<file path="config.mk">
export PLATFORM = sky130hd
export DESIGN_NAME = exec_dispatch_unit
export DESIGN_NICKNAME = d
export VERILOG_FILES = /design/src/rtl/felis_exec_pkg.sv /design/src/rtl/exec_watchdog.sv /design/src/rtl/exec_dispatch_unit.sv
export SDC_FILE = /design/constraint.sdc
export NUM_CORES = 1
export LEC_CHECK = 0
export ABC_CLOCK_PERIOD_IN_PS = 6100
export CAP_MARGIN = 20
export CORE_AREA = 2 2 230 232
export CTS_BUF_LIST = sky130_fd_sc_hd__clkbuf_4
export CTS_CLUSTER_SIZE = 14
export DETAILED_ROUTE_END_ITERATION = 12
export DIE_AREA = 0 0 232 234
export PLACE_DENSITY = 0.6
export SKIP_LAST_GASP = 1
export SYNTH_ARGS = -nofsm -noshare
export SYNTH_HDL_FRONTEND = slang
export SYNTH_SLANG_ARGS = --single-unit
</file>
<file path="constraint.sdc">
create_clock -name clk -period 6.1 [get_ports clk]
set_input_delay 0.915 -clock clk [delete_from_list [all_inputs] [get_ports clk]]
set_output_delay 0.915 -clock clk [all_outputs]
set_load 0.05 [all_outputs]
</file>
<file path="src/rtl/felis_exec_pkg.sv">
// -----------------------------------------------------------------------------
// felis_exec_pkg
// Shared definitions for the integer execute dispatch path:
//   - dispatch_state_t : dispatcher FSM states
//   - dispatch_op_t    : instruction fields and operands held for the element
//   - INST_*           : exec element operation numbers
//   - REG_ZERO         : hard-wired zero register index
//   - sext16           : 16 -> 32 bit sign extension helper
// -----------------------------------------------------------------------------
package felis_exec_pkg;

    typedef enum logic [1:0] {
        ST_IDLE   = 2'd0,
        ST_LAUNCH = 2'd1,
        ST_WAIT   = 2'd2
    } dispatch_state_t;

    typedef struct packed {
        logic [31:0] pc;
        logic [5:0]  inst_num;
        logic [15:0] const16;
        logic [4:0]  shift5;
        logic [25:0] addr26;
        logic [31:0] rs_val;
        logic [31:0] rt_val;
        logic [4:0]  dest;
        logic        wb_en;
    } dispatch_op_t;

    localparam logic [5:0] INST_ADD  = 6'd8;
    localparam logic [5:0] INST_ADDI = 6'd9;
    localparam logic [5:0] INST_SUB  = 6'd10;
    localparam logic [5:0] INST_LUI  = 6'd11;
    localparam logic [5:0] INST_DIV  = 6'd12;
    localparam logic [5:0] INST_MULT = 6'd13;
    localparam logic [5:0] INST_SLL  = 6'd16;
    localparam logic [5:0] INST_SRA  = 6'd17;
    localparam logic [5:0] INST_SRL  = 6'd18;
    localparam logic [5:0] INST_AND  = 6'd20;
    localparam logic [5:0] INST_ANDI = 6'd21;
    localparam logic [5:0] INST_OR   = 6'd22;
    localparam logic [5:0] INST_ORI  = 6'd23;
    localparam logic [5:0] INST_XOR  = 6'd24;
    localparam logic [5:0] INST_XORI = 6'd25;
    localparam logic [5:0] INST_NOR  = 6'd26;

    localparam logic [4:0] REG_ZERO = 5'd0;

    function automatic logic signed [31:0] sext16(input logic [15:0] value);
        logic signed [15:0] narrow;
        narrow = $signed(value);
        return 32'(narrow);
    endfunction

endpackage

</file>
<file path="src/rtl/exec_watchdog.sv">
// -----------------------------------------------------------------------------
// exec_watchdog
// Completion watchdog for the dispatcher. Counts enabled cycles since the last
// clear and raises a combinational expire flag on the enabled cycle in which
// the count has reached TIMEOUT_CYCLES-1.
// Ports:
//   clk, reset : clock, synchronous active-high reset
//   clear      : force the count back to zero (has priority over enable)
//   enable     : count this cycle
//   expire     : enable && count == TIMEOUT_CYCLES-1
// -----------------------------------------------------------------------------
module exec_watchdog #(
    parameter int TIMEOUT_CYCLES = 64
) (
    input  logic clk,
    input  logic reset,
    input  logic clear,
    input  logic enable,
    output logic expire
);
    import felis_exec_pkg::*;

    localparam int CW = (TIMEOUT_CYCLES > 2) ? $clog2(TIMEOUT_CYCLES) : 1;
    localparam logic [CW-1:0] LAST = CW'(TIMEOUT_CYCLES - 1);

    logic [CW-1:0] count;

    always_ff @(posedge clk) begin
        if (reset || clear) begin
            count <= '0;
        end else if (enable && count != LAST) begin
            count <= count + CW'(1);
        end
    end

    assign expire = enable && (count == LAST);

endmodule

</file>
<file path="src/rtl/exec_dispatch_unit.sv">
// -----------------------------------------------------------------------------
// exec_dispatch_unit
// Serialises decoded integer instructions onto a single ALU exec element.
// An accepted instruction has its fields and GPR operands latched (with
// write-back bypass), the element is cleared for one cycle (LAUNCH), and the
// dispatcher then waits for elem_completed to write the result back.
// Ports:
//   clk, reset           : clock, synchronous active-high reset
//   in_*                 : decoded instruction, valid/ready handshake
//   rf_raddr_*/rf_rdata_*: GPR asynchronous read port (addresses follow in_*)
//   rf_we/rf_waddr/rf_wdata : GPR write port, driven in the completion cycle
//   elem_*               : exec element control, result and held operands
//   err_timeout          : one-cycle pulse after a watchdog abort
//   retired_count        : completed instructions, wraps
// -----------------------------------------------------------------------------
module exec_dispatch_unit #(
    parameter int TIMEOUT_CYCLES = 64,
    parameter int CNT_W          = 32
) (
    input  logic             clk,
    input  logic             reset,
    input  logic             in_valid,
    output logic             in_ready,
    input  logic [31:0]      in_pc,
    input  logic [5:0]       in_inst_num,
    input  logic [15:0]      in_const16,
    input  logic [4:0]       in_shift5,
    input  logic [25:0]      in_addr26,
    input  logic [4:0]       in_rs_idx,
    input  logic [4:0]       in_rt_idx,
    input  logic [4:0]       in_dest_idx,
    input  logic             in_wb_en,
    output logic [4:0]       rf_raddr_s,
    output logic [4:0]       rf_raddr_t,
    input  logic [31:0]      rf_rdata_s,
    input  logic [31:0]      rf_rdata_t,
    output logic             rf_we,
    output logic [4:0]       rf_waddr,
    output logic [31:0]      rf_wdata,
    output logic             elem_reset,
    input  logic             elem_completed,
    input  logic [31:0]      elem_out,
    output logic [31:0]      elem_pc,
    output logic [31:0]      elem_const16_x,
    output logic [31:0]      elem_rs,
    output logic [31:0]      elem_rt,
    output logic [5:0]       elem_inst_num,
    output logic [15:0]      elem_const16,
    output logic [4:0]       elem_shift5,
    output logic [25:0]      elem_addr26,
    output logic [31:0]      elem_rd,
    output logic [31:0]      elem_fs,
    output logic [31:0]      elem_ft,
    output logic [31:0]      elem_fd,
    output logic             err_timeout,
    output logic [CNT_W-1:0] retired_count
);
    import felis_exec_pkg::*;

    dispatch_state_t state;
    dispatch_op_t    op;
    dispatch_op_t    op_in;
    logic            accept;
    logic            done;
    logic            wd_expire;
    logic            byp_s;
    logic            byp_t;

    assign rf_raddr_s = in_rs_idx;
    assign rf_raddr_t = in_rt_idx;

    assign in_ready = !reset && (state == ST_IDLE || (state == ST_WAIT && elem_completed));
    assign accept   = in_valid && in_ready;

    // Completion is only honoured in WAIT: in LAUNCH the flag may still be
    // high from the previous operation.
    assign done = !reset && (state == ST_WAIT) && elem_completed;

    assign rf_we    = done && op.wb_en && (op.dest != REG_ZERO);
    assign rf_waddr = op.dest;
    assign rf_wdata = elem_out;

    // An instruction accepted in a completion cycle may read a register that
    // the GPR file has not yet written; take the write-back value instead.
    assign byp_s = rf_we && (rf_waddr == in_rs_idx);
    assign byp_t = rf_we && (rf_waddr == in_rt_idx);

    always_comb begin
        op_in          = '0;
        op_in.pc       = in_pc;
        op_in.inst_num = in_inst_num;
        op_in.const16  = in_const16;
        op_in.shift5   = in_shift5;
        op_in.addr26   = in_addr26;
        op_in.rs_val   = byp_s ? rf_wdata : rf_rdata_s;
        op_in.rt_val   = byp_t ? rf_wdata : rf_rdata_t;
        op_in.dest     = in_dest_idx;
        op_in.wb_en    = in_wb_en;
    end

    exec_watchdog #(
        .TIMEOUT_CYCLES(TIMEOUT_CYCLES)
    ) u_watchdog (
        .clk   (clk),
        .reset (reset),
        .clear (state == ST_LAUNCH),
        .enable(state == ST_WAIT && !elem_completed),
        .expire(wd_expire)
    );

    always_ff @(posedge clk) begin
        if (reset) begin
            state         <= ST_IDLE;
            op            <= '0;
            err_timeout   <= 1'b0;
            retired_count <= '0;
        end else begin
            err_timeout <= 1'b0;
            case (state)
                ST_IDLE: begin
                    if (accept) begin
                        op    <= op_in;
                        state <= ST_LAUNCH;
                    end
                end
                ST_LAUNCH: begin
                    state <= ST_WAIT;
                end
                ST_WAIT: begin
                    if (elem_completed) begin
                        retired_count <= retired_count + CNT_W'(1);
                        if (accept) begin
                            op    <= op_in;
                            state <= ST_LAUNCH;
                        end else begin
                            state <= ST_IDLE;
                        end
                    end else if (wd_expire) begin
                        err_timeout <= 1'b1;
                        state       <= ST_IDLE;
                    end
                end
                default: begin
                    state <= ST_IDLE;
                end
            endcase
        end
    end

    assign elem_reset = reset || (state == ST_LAUNCH);

    assign elem_pc        = op.pc;
    assign elem_const16_x = sext16(op.const16);
    assign elem_rs        = op.rs_val;
    assign elem_rt        = op.rt_val;
    assign elem_inst_num  = op.inst_num;
    assign elem_const16   = op.const16;
    assign elem_shift5    = op.shift5;
    assign elem_addr26    = op.addr26;
    assign elem_rd        = '0;
    assign elem_fs        = '0;
    assign elem_ft        = '0;
    assign elem_fd        = '0;

endmodule

</file>
==> flow_metrics.py, run 1 <==
metrics = {
    "worst_setup_path": {
        "crit_path_max_fanout": 65,
        "crit_family": "buffers and inverters",
        "path_class": "input port to output port",
        "cp.buffers_inverters": 4,
        "cp.arrival_ns": 3.23,
        "cp_common_cell": "clkdlybuf4s50_1",
        "path_cells": "clkdlybuf4s50_1 -> nand3b_4 -> a211o_2 -> buf_4 -> inv_2 -> clkdlybuf4s50_1",
        "max_stage_delay_ns": 0.81,
        "critPathSlowestCell": "clkdlybuf4s50_1",
        "cp.required_ns": 5.18,
        "crit_path_end_kind": "output port",
        "cp-start-kind": "input port",
    },
    "die": {
        "coreArea_um2": 52000,
        "die_area_um2": 54300,
        "io_pins": 593,
        "dieHeight_um": 234,
        "chipWidth_um": 232,
        "start_util": 0.213,
        "num_rows": 84,
    },
    "timing": {
        "worst_pin_slew_ns": 1.09,
        "finalClockSkew_ns": 0.0447,
        "tns_ns": 0,
        "worst_slew_margin_rel": 0.270,
        "rsz0062_at_grt": "no",
        "setup_violations": 0,
        "fmax_mhz": 241,
        "hold_viol": 0,
        "period_needed_ns": 4.14,
        "report.final.slew_viol_count": 0,
        "finalCritPeriodShare": 0.679,
    },
    "clock_tree": {
        "cts_made_buffers": 17,
        "cts_tree": "built",
        "ctsLongestPathBuffers": 2,
        "postCtsSetupBuffers": 0,
        "cts_sinks": 196,
        "cts_root_buffer": "clkbuf_4",
        "cts_max_level": 4,
        "cts_hold_buffers": 0,
        "clk_latency_ns": 0.72,
        "clk_pin_slew_ns": 0.15,
        "ctsResizeCount": 0,
    },
    "logic_synthesis": {
        "synth_edf_count": 0,
        "syn-cell-area_um2": 11100,
        "yosysWarnings": 0,
        "ys_seq_elements": 196,
        "synth-async-reset-ratio": 0,
        "synth_area_per_cell_um2": 8.03,
        "ys_seq_area_frac": 0.354,
        "synth.distinct_cells": 46,
        "syn_inst": 1379,
        "ys.flop_type": "dfxtp_1",
    },
    "pwr": {
        "vdd_drop_max_mv": 0.0925,
        "switchingPower_mw": 1.30,
        "pwr-share-comb": 0.331,
        "leakagePower_nw": 4.83,
        "clkPwrFrac": 0.228,
        "switching_share": 0.415,
        "cellPowerDensity_nw_per_um2": 218,
        "seqPwrFrac": 0.440,
        "intPower_mw": 1.83,
    },
    "global_route": {
        "grt_pass1_wl_mm": 56.8,
        "grt_start_max_net_pins": 134,
        "first_global_vias": 9148,
        "grt.total_usage": 0.141,
        "overflow": 0,
        "antenna_found_initial": 3,
    },
    "finish": {
        "multi_input_area_um2": 4560,
        "stdcell_count": 2241,
        "seqCellArea_um2": 3920,
        "syn2layout_area_growth_pct": 30.0,
        "fin_nets": 1741,
        "n_fill_cell": 5586,
        "drive_gt1_frac": 0.0368,
    },
    "drt": {
        "num_vias": 9891,
        "drtIter0Drc": 571,
        "drc_errors": 0,
        "wirelength_mm": 40.1,
        "post_drt_wl_per_cell_um": 17.9,
        "routed_via_density": 4.41,
        "antenna_left": 0,
        "drt_pass1_iterations": 5,
    },
    "run_status": {
        "outcome": "completed",
    },
    "flow_run": {
        "drv_cap": 0,
    },
    "place": {
        "dp_cells": 2206,
        "port_buffers": 464,
        "post-dp-hpwl_mm": 28.6,
        "place.gp.congestion": 0.797,
    },
    "worst_hold_path": {
        "hold_class": "register to register",
    },
}
## stage by stage
| stage | instance area, µm² | hold WS, ns | total power [mW] | setup slack, ns | utilization |
|---|---|---|---|---|---|
| floorplan | 11500 | 0.437 | 2.23 | 3.35 | - |
| global placement | 14100 | 0.441 | 2.44 | 1.87 | 0.271 |
| detailed placement | 14100 | 0.446 | 2.45 | 1.89 | 0.271 |
| CTS | 14400 | 0.465 | 3.19 | 1.89 | 0.276 |
| global route | 14400 | 0.487 | 3.28 | 1.89 | 0.277 |
| finish | 14400 | 0.465 | 3.13 | 1.96 | 0.277 |
## cell usage after synthesis, types with 2 or more instances
master,instances,area share
dfxtp_1,196,0.35
buf_1,10,0.0034
a311oi_1,38,0.030
and4_1,4,0.0032
and3_1,6,0.0034
a41oi_1,26,0.021
nor3_1,3,0.0014
o31ai_1,77,0.052
a21oi_1,113,0.051
and2_1,5,0.0028
nor2_1,84,0.028
buf_2,2,0.00090
ha_1,2,0.0023
xor2_1,9,0.0071
or4_1,13,0.0088
clkbuf_1,92,0.031
inv_1,5,0.0017
nand2b_1,4,0.0023
o21ai_0,9,0.0041
nand4_1,46,0.026
nand2_1,193,0.065
or3_1,7,0.0040
a211oi_1,26,0.018
buf_4,356,0.24
nand3_1,15,0.0068
nor4_1,4,0.0023
xnor2_1,15,0.012
## worst min-delay path, stage by stage, from the launching register on
cell,delay [ns]
dfxtp_1,0.34
nand2_1,0.05
a21oi_1,0.05
## flip-flops by register name (all words and copies together), names as in the netlist
name / flops
state: 2
rf_waddr: 5
retired_count: 32
elem_addr26: 26
elem_rs: 32
u_watchdog.count: 6
elem_shift5: 5
elem_inst_num: 6
elem_pc: 32
elem_const16: 16
err_timeout: 1
elem_rt: 32
op: 1
## power by group through the flow
stage	registers [mW]	logic, mW	clock network [mW]
after global routing	1.39	1.09	0.805
after floorplan	1.40	0.830	0
after global placement	1.41	1.04	0
after CTS	1.38	1.04	0.763
after detailed placement	1.41	1.04	0
final	1.38	1.04	0.715
## kinds of logic after synthesis
family,after synthesis,share of synthesized area
fa+ha+maj,2,0.00226
buf+inv,467,0.280
simple gates,395,0.164
mux,2,0.00192
flops,196,0.354
other cells,1,0.000339
compound gates,292,0.178
xor+xnor,24,0.0190
## routing by layer
metal | GRT usage | part of all wire | up-vias
met5 | 0 | 0.00032 | -
met4 | 0.0683 | 0.030 | 2
met3 | 0.0326 | 0.069 | 55
met2 | 0.246 | 0.50 | 483
met1 | 0.161 | 0.40 | 4717
li1 | - | - | 4634
## path summary, 6_finish.rpt
path | depth (start not counted) | startpoint | slack (ns) | end
setup / recovery | 6 | elem_completed | 1.96 | rf_we
hold / removal | 2 | elem_pc[3] | 0.46 | elem_pc[3]
setup reg to reg | 7 | rf_waddr[0] | 3.27 | elem_rs[4]
hold reg to reg | 2 | elem_pc[3] | 0.46 | elem_pc[3]
## area by class of cell
cell class | instances | area share
multi-input cells | 843 | 0.317
clock inverters | 15 | 0.00964
well taps | 688 | 0.0598
repair buffers | 474 | 0.330
inverters | 6 | 0.00191
flip-flops and latches | 196 | 0.272
diodes | 2 | 0.000348
clock buffers | 17 | 0.00886
## cells in the final DEF (no fill, tap or decap), types with 3 or more instances in the layout
| cell | n |
|---|---|
| a211oi_1 | 26 |
| a21oi_1 | 113 |
| a311oi_1 | 38 |
| a41oi_1 | 26 |
| and2_1 | 4 |
| and3_1 | 5 |
| and4_1 | 4 |
| buf_4 | 8 |
| clkbuf_4 | 17 |
| clkdlybuf4s50_1 | 463 |
| clkinv_4 | 3 |
| conb_1 | 128 |
| dfxtp_1 | 196 |
| inv_1 | 4 |
| inv_6 | 6 |
| nand2_1 | 192 |
| nand2b_1 | 4 |
| nand3_1 | 12 |
| nand4_1 | 46 |
| nor2_1 | 83 |
| nor3_1 | 3 |
| nor4_1 | 4 |
| o21ai_0 | 9 |
| o31ai_1 | 77 |
| or3_1 | 7 |
| or4_1 | 13 |
| xnor2_1 | 15 |
| xor2_1 | 9 |
Note: power is estimated with default switching activity, not from simulation.
==> run 2, diff against run 1 <==
--- a/config.mk
+++ b/config.mk
@@ -5,14 +5,14 @@
 export SDC_FILE = /design/constraint.sdc
 export NUM_CORES = 1
 export LEC_CHECK = 0
-export ABC_CLOCK_PERIOD_IN_PS = 6100
+export ABC_CLOCK_PERIOD_IN_PS = 3500
 export CAP_MARGIN = 20
-export CORE_AREA = 2 2 230 232
+export CORE_AREA = 2 2 229 231
 export CTS_BUF_LIST = sky130_fd_sc_hd__clkbuf_4
 export CTS_CLUSTER_SIZE = 14
 export DETAILED_ROUTE_END_ITERATION = 12
-export DIE_AREA = 0 0 232 234
-export PLACE_DENSITY = 0.6
+export DIE_AREA = 0 0 231 233
+export PLACE_DENSITY = 0.62
 export SKIP_LAST_GASP = 1
 export SYNTH_ARGS = -nofsm -noshare
 export SYNTH_HDL_FRONTEND = slang
==> constraint.sdc (replaced) <==
create_clock -name clk -period 3.5 [get_ports clk]
set_input_delay 0.525 -clock clk [delete_from_list [all_inputs] [get_ports clk]]
set_output_delay 0.525 -clock clk [all_outputs]
set_load 0.05 [all_outputs]
==> flow_metrics.py, run 2 (synthesis results as in run 1) <==
metrics = {
    "pwr": {
        "totalPowerFinal_mw": 5.59,
        "cellPowerDensity_nw_per_um2": 383,
        "leakagePower_nw": 4.91,
        "vdd_drop_max_mv": 0.160,
    },
    "drt": {
        "wirelength_mm": 40.5,
        "antenna_left": 0,
        "drtIter0Drc": 465,
        "num_vias": 9887,
        "drt_pass1_iterations": 5,
        "post_drt_wl_per_cell_um": 18.0,
        "routed_via_density": 4.39,
        "drc_errors": 0,
    },
    "timing": {
        "finalCritPeriodShare": 0.850,
        "hold_ws_ns": 0.285,
        "fmax_mhz": 336,
        "finalClockSkew_ns": 0.0361,
        "layout_setup_ws_ns": 0.525,
        "setup_violations": 0,
        "period_needed_ns": 2.98,
        "worst_pin_slew_ns": 0.953,
        "rsz0062_at_grt": "no",
        "tns_ns": 0,
        "report.final.slew_viol_count": 0,
        "worst_slew_margin_rel": 0.365,
        "hold_viol": 0,
    },
    "finish": {
        "drive_gt1_frac": 0.0448,
        "final_cell_mix": "clkdlybuf4s50_1 (462), dfxtp_1 (196), nand2_1 (192)",
        "n_fill_cell": 5448,
        "final_common_cell": "clkdlybuf4s50_1",
        "fin_nets": 1753,
        "finalInstanceArea_um2": 14600,
        "postLayoutCoreUtil": 0.285,
        "stdcell_count": 2250,
        "syn2layout_area_growth_pct": 31.7,
    },
    "worst_setup_path": {
        "crit_path_max_fanout": 7,
        "r2r_cells": 5,
        "path_cells": "nand2b_1 -> nand2b_1 -> clkdlybuf4s50_1",
        "cp-start-kind": "register",
        "cp.required_ns": 2.97,
        "critPathSlowestCell": "clkdlybuf4s50_1",
        "cp_common_cell": "nand2b_1",
        "r2r_setup_slack_ns": 1.20,
        "cp.arrival_ns": 2.45,
        "r2r-end": "elem_rt[20]",
        "crit_path_end_kind": "output port",
        "cp.buffers_inverters": 1,
        "path_class": "register to output port",
        "crit_family": "buffers and inverters",
        "max_stage_delay_ns": 0.86,
        "r2r-start": "rf_waddr[3]",
    },
    "global_route": {
        "antenna_found_initial": 4,
        "first_global_vias": 9244,
        "grt_start_max_net_pins": 183,
        "grt_pass1_wl_mm": 57.0,
        "overflow": 0,
        "grt.total_usage": 0.143,
    },
    "clock_tree": {
        "clk_pin_slew_ns": 0.19,
        "ctsLongestPathBuffers": 2,
        "postCtsSetupBuffers": 0,
        "cts_max_level": 4,
        "ctsResizeCount": 0,
        "clk_latency_ns": 0.76,
        "cts_root_buffer": "clkbuf_4",
        "cts_tree": "built",
        "cts_sinks": 196,
        "cts_made_buffers": 17,
    },
    "place": {
        "pre_cts_slack_ns": 0.594,
        "port_buffers": 464,
        "place.gp.congestion": 0.895,
        "placed_area_um2": 14300,
        "post-dp-hpwl_mm": 29.6,
        "dp_cells": 2210,
    },
    "die": {
        "die_area_um2": 53800,
        "start_util": 0.217,
        "dieHeight_um": 233,
        "coreArea_um2": 51100,
        "num_rows": 83,
        "io_pins": 593,
        "chipWidth_um": 231,
    },
    "worst_hold_path": {
        "hold_class": "input port to register",
        "whs_endpoint": "elem_addr26[11]",
        "hold_start": "in_addr26[11]",
        "whs_path_depth": 3,
    },
    "flow_run": {
        "drv_cap": 0,
    },
    "run_status": {
        "outcome": "completed",
    },
}
[run 2: cell type report]
class | instances | area, µm² | share of cell area
Timing Repair Buffer | 486 | 4900 | 0.336
Multi-Input combinational cell | 843 | 4560 | 0.313
Sequential cell | 196 | 3920 | 0.269
Tap cell | 680 | 851 | 0.0584
Clock inverter | 15 | 170 | 0.0117
Clock buffer | 17 | 128 | 0.00875
Inverter | 6 | 27.5 | 0.00189
Antenna cell | 7 | 17.5 | 0.00120
[run 2: repair_timing]
action,4_1_cts,5_1_grt
endpoints found under the setup margin,0,0
endpoints found under the hold margin,7,0
hold buffers,1,0
[run 2: metal layers]
layer,vias up,part of all wire,global-route usage,wire length [µm]
met5,-,0.00032,0,13
met4,2,0.035,0.0718,1430
met3,80,0.087,0.0479,3520
met2,520,0.48,0.242,19600
met1,4623,0.39,0.159,16000
li1,4662,-,-,-
[run 2: power breakdown]
part / internal [mW] / total, mW / switching [mW]
combinational: 0.560 / 1.83 / 1.28
sequential: 2.34 / 2.41 / 0.0692
clock: 0.385 / 1.34 / 0.959
total: 3.28 / 5.59 / 2.30
[run 2: tightest hold or removal path, delay by kind of cell]
| kind | cells | cell delay, ns |
|---|---|---|
| AOI/OAI and AO/OA | 1 | 0.05 |
| and+or+nand+nor | 1 | 0.05 |
| buffers and inverters | 1 | 0.40 |
[run 2: worst max path at each step]
stage	cells after the start	slack, ns	endpoint	from
6_report	3	0.52	elem_reset	state[1]
2_1_floorplan	5	1.11	retired_count[31]	retired_count[3]
4_1_cts	3	0.42	elem_reset	state[1]
3_5_place_dp	6	0.59	elem_rt[19]	in_rt_idx[4]
5_1_grt	3	0.31	elem_reset	state[1]
3_3_place_gp	4	0.70	in_ready	elem_completed
==> run 3, diff against run 2 <==
--- a/config.mk
+++ b/config.mk
@@ -9,6 +9,7 @@
 export CAP_MARGIN = 20
 export CORE_AREA = 2 2 229 231
 export CTS_BUF_LIST = sky130_fd_sc_hd__clkbuf_4
+export CTS_CLUSTER_DIAMETER = 30
 export CTS_CLUSTER_SIZE = 14
 export DETAILED_ROUTE_END_ITERATION = 12
 export DIE_AREA = 0 0 231 233
==> results of run 3 <==
The final DEF is identical to that of run 2; final timing and power are the same.
